===== config.mk =====
export PLATFORM = sky130hd
export DESIGN_NAME = bcd_to_binary_seq
export DESIGN_NICKNAME = d
export VERILOG_FILES = /design/src/rtl/bcd_to_binary_seq.sv
export SDC_FILE = /design/constraint.sdc
export NUM_CORES = 1
export LEC_CHECK = 0
export BUFFER_PORTS_ARGS = -buffer_cell sky130_fd_sc_hd__buf_2
export CORE_ASPECT_RATIO = 1.5
export CORE_MARGIN = 5
export CORE_UTILIZATION = 61
export CTS_CLUSTER_DIAMETER = 60
export DETAILED_ROUTE_END_ITERATION = 8
export PLACE_DENSITY_LB_ADDON = 0.05
export RECOVER_POWER = 50
export SYNTH_ARGS = -nofsm -noshare
export SYNTH_HDL_FRONTEND = slang
export SYNTH_SLANG_ARGS = --single-unit

===== constraint.sdc =====
create_clock -name clk -period 2.2 [get_ports clk]
set_input_delay 0.11 -clock clk [delete_from_list [all_inputs] [get_ports clk]]
set_output_delay 0.11 -clock clk [all_outputs]
set_load 0.05 [all_outputs]

===== src/rtl/bcd_to_binary_seq.sv =====
// Sequential BCD-to-binary converter using reverse double-dabble, one shift/correct per clock.
// Latency: start edge N -> done during the cycle after edge N+WIDTH; bad digit -> done after edge N.
// Backpressure: start is only accepted while ready=1; starts during CONV/DONE are dropped.
//
// Ports:
//   clk, rst         rising-edge clock, synchronous active-high reset
//   start            conversion request, sampled while ready=1
//   D0..D4           BCD digits, D0 = units ... D4 = ten-thousands
//   ready            high in IDLE
//   done             one-cycle pulse, result outputs valid
//   Binary           converted value mod 2^WIDTH, held until the next result
//   err_digit        an input digit was > 9
//   overflow         decimal value exceeded 2^WIDTH-1
module bcd_to_binary_seq #(
  parameter int WIDTH  = 16,
  parameter int DIGITS = 5
) (
  input  logic             clk,
  input  logic             rst,
  input  logic             start,
  input  logic [3:0]       D0,
  input  logic [3:0]       D1,
  input  logic [3:0]       D2,
  input  logic [3:0]       D3,
  input  logic [3:0]       D4,
  output logic             ready,
  output logic             done,
  output logic [WIDTH-1:0] Binary,
  output logic             err_digit,
  output logic             overflow
);

  localparam int BCD_W = 4 * DIGITS;
  localparam int CNT_W = (WIDTH > 1) ? $clog2(WIDTH) : 1;
  localparam logic [CNT_W-1:0] LAST_CNT = CNT_W'(WIDTH - 1);

  typedef enum logic [1:0] {
    S_IDLE = 2'd0,
    S_CONV = 2'd1,
    S_DONE = 2'd2
  } state_t;

  state_t             state_q, state_d;
  logic [BCD_W-1:0]   bcd_q, bcd_d;
  logic [WIDTH-1:0]   bin_q, bin_d;
  logic [CNT_W-1:0]   count_q, count_d;
  logic [WIDTH-1:0]   binary_q, binary_d;
  logic               err_q, err_d;
  logic               ovf_q, ovf_d;

  logic               digit_bad;
  logic [BCD_W+WIDTH-1:0] shift_all;
  logic [BCD_W-1:0]   sh_bcd;
  logic [WIDTH-1:0]   sh_bin;
  logic [BCD_W-1:0]   cor_bcd;

  assign digit_bad = (D0 > 4'd9) || (D1 > 4'd9) || (D2 > 4'd9) ||
                     (D3 > 4'd9) || (D4 > 4'd9);

  // One reverse double-dabble step: shift the combined register right,
  // then pull every digit that became >= 8 back down by 3.
  always_comb begin
    shift_all = {bcd_q, bin_q} >> 1;
    sh_bcd    = shift_all[BCD_W+WIDTH-1:WIDTH];
    sh_bin    = shift_all[WIDTH-1:0];
    cor_bcd   = sh_bcd;
    for (int i = 0; i < DIGITS; i++) begin
      if (sh_bcd[4*i +: 4] >= 4'd8) begin
        cor_bcd[4*i +: 4] = sh_bcd[4*i +: 4] - 4'd3;
      end
    end
  end

  always_comb begin
    state_d  = state_q;
    bcd_d    = bcd_q;
    bin_d    = bin_q;
    count_d  = count_q;
    binary_d = binary_q;
    err_d    = err_q;
    ovf_d    = ovf_q;
    case (state_q)
      S_IDLE: begin
        if (start) begin
          if (digit_bad) begin
            // Invalid operand: report immediately without iterating.
            err_d    = 1'b1;
            ovf_d    = 1'b0;
            binary_d = '0;
            state_d  = S_DONE;
          end else begin
            bcd_d   = {D4, D3, D2, D1, D0};
            bin_d   = '0;
            count_d = '0;
            err_d   = 1'b0;
            ovf_d   = 1'b0;
            state_d = S_CONV;
          end
        end
      end
      S_CONV: begin
        bcd_d   = cor_bcd;
        bin_d   = sh_bin;
        count_d = count_q + CNT_W'(1);
        if (count_q == LAST_CNT) begin
          // Whatever decimal weight is left above bit WIDTH-1 means overflow.
          binary_d = sh_bin;
          ovf_d    = |cor_bcd;
          state_d  = S_DONE;
        end
      end
      S_DONE: begin
        state_d = S_IDLE;
      end
      default: begin
        state_d = S_IDLE;
      end
    endcase
  end

  always_ff @(posedge clk) begin
    if (rst) begin
      state_q  <= S_IDLE;
      bcd_q    <= '0;
      bin_q    <= '0;
      count_q  <= '0;
      binary_q <= '0;
      err_q    <= 1'b0;
      ovf_q    <= 1'b0;
    end else begin
      state_q  <= state_d;
      bcd_q    <= bcd_d;
      bin_q    <= bin_d;
      count_q  <= count_d;
      binary_q <= binary_d;
      err_q    <= err_d;
      ovf_q    <= ovf_d;
    end
  end

  assign ready     = (state_q == S_IDLE);
  assign done      = (state_q == S_DONE);
  assign Binary    = binary_q;
  assign err_digit = err_q;
  assign overflow  = ovf_q;

endmodule


After elaboration in Yosys (flattened, before gate mapping)
Cells that the tools add are included.
Storage, ports and cells
  flip-flop bits (word level): 60
  input port bits: 23
  output and inout port bits: 20
  word-level logic and storage cells: 68
Cells by class
  $add $sub $neg: 6
  magnitude comparators: 10
  eq/ne operators: 7
  muxes and demuxes: 26
  reductions and logical operators: 12
Operator list (number)
  $mux 16: 5
  $pmux 16 s2: 2
  $mux 20: 2
  $pmux 20 s2: 1
  $mux 4: 7
  $gt 4x4->1 const B: 5
  $reduce_or 20->1: 1
  $ge 4x4->1 const B: 4
  $sub 4x2->4 const B: 4
  $pmux 4 s2: 1
  $mux 2: 3
  $ne 2x2->1 const B: 3
  $reduce_and 3->1: 2
  $add 4x1->4 const B: 1
  $eq 4x4->1 const B: 1
  $ge 3x4->1 const B: 1
  $logic_or 1x1->1: 4
  $pmux 2 s2: 1
  $reduce_and 2->1: 2
  $reduce_and 4->1: 1
  $sub 3x2->4 const B: 1
  $mux 1: 3
  $eq 2x1->1 const B: 1
  $eq 2x2->1 const B: 1
  other kinds (4): 4

Depth between registers and ports, before layout
  depth after elaboration: 8
  depth in mapped cells: 6
  mapped depth without buffers: 6

Least setup slack after synthesis
No wires, ideal clock.
  path type: reg2reg
  from: register state_q[1]
  to: register bin_q[10]
  data arrival time: 1359 ps
  required time: 2083 ps
  slack: 725 ps
  cell stages (with the launch flop): 6
  buffers on the path: 2
  clock period less this slack: 1475 ps
  cells stage by stage: dfxtp_1 -> buf_2 -> nor3b_4 -> a211oi_4 -> buf_6 -> a22o_1
On the way
  cells in the longest elaborated chain, start to end: 3
  elaborated cells on any way between the ends: 7
Ends and longest elaborated chain
  from (decl): RTL line 43  | state_t state_q, state_d;
  from (signal assigned): RTL line 131  | state_q <= state_d;
  $logic_not 2->1 or $eq 2x1->1 (tied branches): RTL line 82  | case (state_q)
  $ne 2x2->1 (no line) or $reduce_bool 2->1 (tied branches)
  $reduce_and 3->1 (no line)
  to (signal assigned): RTL line 133  | bin_q <= bin_d;
  to (decl): RTL line 45  | logic [WIDTH-1:0] bin_q, bin_d;
Parallel ways exist; a longest one is shown, timed or not.
A chain may end at the register's enable or synchronous reset.

Worst setup path after layout
  from: register state_q[1]
  to: register bcd_q[2]
On the way
  cells in the longest elaborated chain, start to end: 3
  elaborated cells on any way between the ends: 7
Ends and longest elaborated chain
  $logic_not 2->1 or $eq 2x1->1 (tied branches): RTL line 82
  $ne 2x2->1 (no line) or $reduce_bool 2->1 (tied branches)
  $reduce_and 3->1 (no line)
  to (signal assigned): RTL line 124  | bcd_q <= '0;
  to (signal assigned): RTL line 132  | bcd_q <= bcd_d;
  to (decl): RTL line 44  | logic [BCD_W-1:0] bcd_q, bcd_d;
Parallel ways exist; a longest one is shown, timed or not.

==> flow_summary.json <==
{
  "holdBufCountCts": 0,
  "yosys.cell_types.count": 43,
  "worstSetupEndpointType": "flip-flop",
  "hold_viol": 0,
  "cpMaxStageDelayCell": "clkbuf_1",
  "post-route-min-period_ns": 1.894,
  "cpPeakStageDelay_ns": 0.68,
  "worst-setup-path-type": "flip-flop to flip-flop",
  "dr.pass1.iters": 5,
  "worstPathArrival_ns": 2.14,
  "required_ns": 2.45,
  "synthFlopType": "dfxtp_1",
  "ant_nets": 0,
  "path_cells": "nor3b_4 > clkbuf_1 > nand3_1 > a311oi_1",
  "clk_pin_slew_worst_paths_ns": 0.06,
  "drt_iter0_markers": 232,
  "die_y_um": 94.47,
  "cts.sinks": 59,
  "cap_violations": 0,
  "synth_top_cell_area_share_pct": 40.71,
  "skew_ns": 0.008434,
  "synthArstFlopShare_pct": 0,
  "synth_nets": 359,
  "cts_tree": "done",
  "worstSetupStartpointType": "flip-flop",
  "leakage_nw": 1.278,
  "root_buffer": "clkbuf_8",
  "htree_levels": 3,
  "maxSlewViolCount": 0,
  "period_share_pct": 86.09,
  "fmax_mhz": 528.0,
  "setup-tns-final_ns": 0,
  "grt_usage_pct": 24.72,
  "hold_start": "D1[0]",
  "setup_viol": 0,
  "power_mw": 2.488,
  "swShare_pct": 25.51,
  "postCtsSetupBuffers": 0,
  "power_switching_mw": 0.6349,
  "layout.nets": 396,
  "yosys_warnings": 0,
  "wirelength_um": 7330,
  "worst-path-max-fanout": 17,
  "internal_power_mw": 1.853,
  "seqPwrFrac_pct": 45.1,
  "ctsResizeCount": 0,
  "core_area_um2": 4579,
  "ir_drop_mv": 0.4624,
  "grt_pass1_vias": 2513,
  "synth-seq-cells": 59,
  "rsz0062_at_grt": "no",
  "clockBufferDepth": 2,
  "portBuffers": 42,
  "syn2layout_area_growth_pct": 15.09,
  "wl_per_cell_um": 16.97,
  "syn_avg_cell_area_um2": 8.873,
  "synth_edf_count": 0,
  "grt_first_pass_wirelength_um": 11960,
  "fin_util_pct": 72.92,
  "p_comb_share_pct": 11.4,
  "syn-instance-count": 327,
  "grt_max_degree": 34,
  "synth.yosys.seq_area_share_pct": 40.71,
  "cts_made_buffers": 9,
  "vias": 2736,
  "place_congestion": 0.9199,
  "cp-startpoint": "state_q[1]$_SDFFE_PP0P_",
  "netlist_area_um2": 2902,
  "fp.dieW_um": 66.31,
  "drc": 0,
  "relSlewSlack_pct": 22.80,
  "hp-class": "input port to flip-flop",
  "insertion_delay_ns": 0.34,
  "yosys-top-cells-area": "dfxtp_1 (41%), a221oi_1 (4.8%), a22o_1 (4.8%)",
  "rr_startpoint": "state_q[1]$_SDFFE_PP0P_",
  "clkPwrFrac_pct": 43.5,
  "power-per-cell-area_nw_per_um2": 745.1,
  "pin_count": 43,
  "rows": 30,
  "antenna_cells": 0,
  "yosysTopAreaCell": "dfxtp_1",
  "dieArea_um2": 6264,
  "hpwl_um": 4925,
  "drive_above_1_share_pct": 15.76,
  "status": "completed",
  "start_util_pct": 63.36,
  "viasPerCell": 6.333,
  "antenna_found_initial": 0,
  "tightest_slew_ns": 1.154,
  "grt-ovfl-total": 0
}
Yosys cell counts (all sizes together), types with 11 or more instances:
| cell type | count |
|---|---|
| dfxtp | 59 |
| o21ai | 26 |
| a21oi | 25 |
| nand3 | 20 |
| nor3 | 19 |
| clkbuf | 18 |
| a221oi | 16 |
| a22o | 16 |
| a311oi | 14 |
| nor2 | 13 |
| buf | 12 |
| nand2 | 11 |
cells by family after synthesis:
logic type	synth area share (%)
flops	40.71
buf+inv	6.037
fa+ha+maj	3.881
simple gates	16.30
mux	1.509
compound gates	29.45
xor+xnor	2.113
per-layer routing:
metal	up-vias	track usage (%)	part of all wire [%]
met4	0	11.53	2.1
met3	14	5.833	6.6
met5	-	0	0
li1	1307	-	-
met2	101	42.25	52
met1	1314	28.62	40
path summary, 6_finish.rpt:
path,end,slack [ns],cells after the start
worst min-delay path,bcd_q[4]$_SDFFE_PP0P_,0.04,3
worst max register to register,bcd_q[2]$_SDFFE_PP0P_,0.31,4
worst min register to register,Binary[7]$_SDFFE_PP0P_,0.51,2
worst max-delay path,bcd_q[2]$_SDFFE_PP0P_,0.31,4
critical path: cells and delay by family (launching register included):
family / cells / cell delay (ns)
buffers and inverters: 1 / 0.68
and+or+nand+nor: 2 / 0.43
DFF: 1 / 0.39
AOI/OAI and AO/OA: 1 / 0.30
flip-flops by register name, summed over array words and instances (netlist names):
register / flops
state_q: 2
err_digit: 1
overflow: 1
bcd_q: 20
bin_q: 15
count_q: 4
Binary: 16
placed cells by master, fill, tap and decap left out, types with 5 or more instances in the layout:
master    instances
clkbuf_1         21
a311oi_1         14
nor2b_1           5
dfxtp_1          59
inv_1             9
nand2b_1          5
a22o_1           16
a21oi_1          25
nand3_1          20
nor3_1           19
clkbuf_8         10
a221oi_1         16
buf_4            11
o21ai_0          25
nand2_1          11
ha_1              9
a21o_1            6
nor2_1           12
buf_2            23
per-stage QoR:
step / cells / worst slack (ns) / area [um^2] / hold WS, ns
after floorplan: 327 / 0.7247 / 2902 / 0.2733
after global placement: 417 / 0.3656 / 3158 / 0.3903
after detailed placement: 417 / 0.2898 / 3158 / 0.3994
after CTS: 432 / 0.3241 / 3373 / 0.04189
after global routing: 432 / 0.1545 / 3339 / 0.05262
final: 432 / 0.3059 / 3339 / 0.04072
power groups by stage:
| stage | sequential [mW] | clock, mW | combinational (mW) |
|---|---|---|---|
| final | 1.12 | 1.08 | 0.284 |
| after global placement | 1.14 | 0 | 0.279 |
| after detailed placement | 1.14 | 0 | 0.282 |
| after CTS | 1.12 | 1.09 | 0.285 |
| after floorplan | 1.14 | 0 | 0.203 |
| after global routing | 1.13 | 1.15 | 0.306 |
final cells by class:
| type | instances | area, um^2 |
|---|---|---|
| Clock inverter | 5 | 77.57 |
| Multi-Input combinational cell | 229 | 1548 |
| Clock buffer | 10 | 137.6 |
| Timing Repair Buffer | 56 | 281.5 |
| Sequential cell | 59 | 1181 |
| Fill cell | 414 | 1240 |
| Inverter | 9 | 33.78 |
| Tap cell | 64 | 80.08 |
No activity file was read; power rests on OpenSTA's default activity.
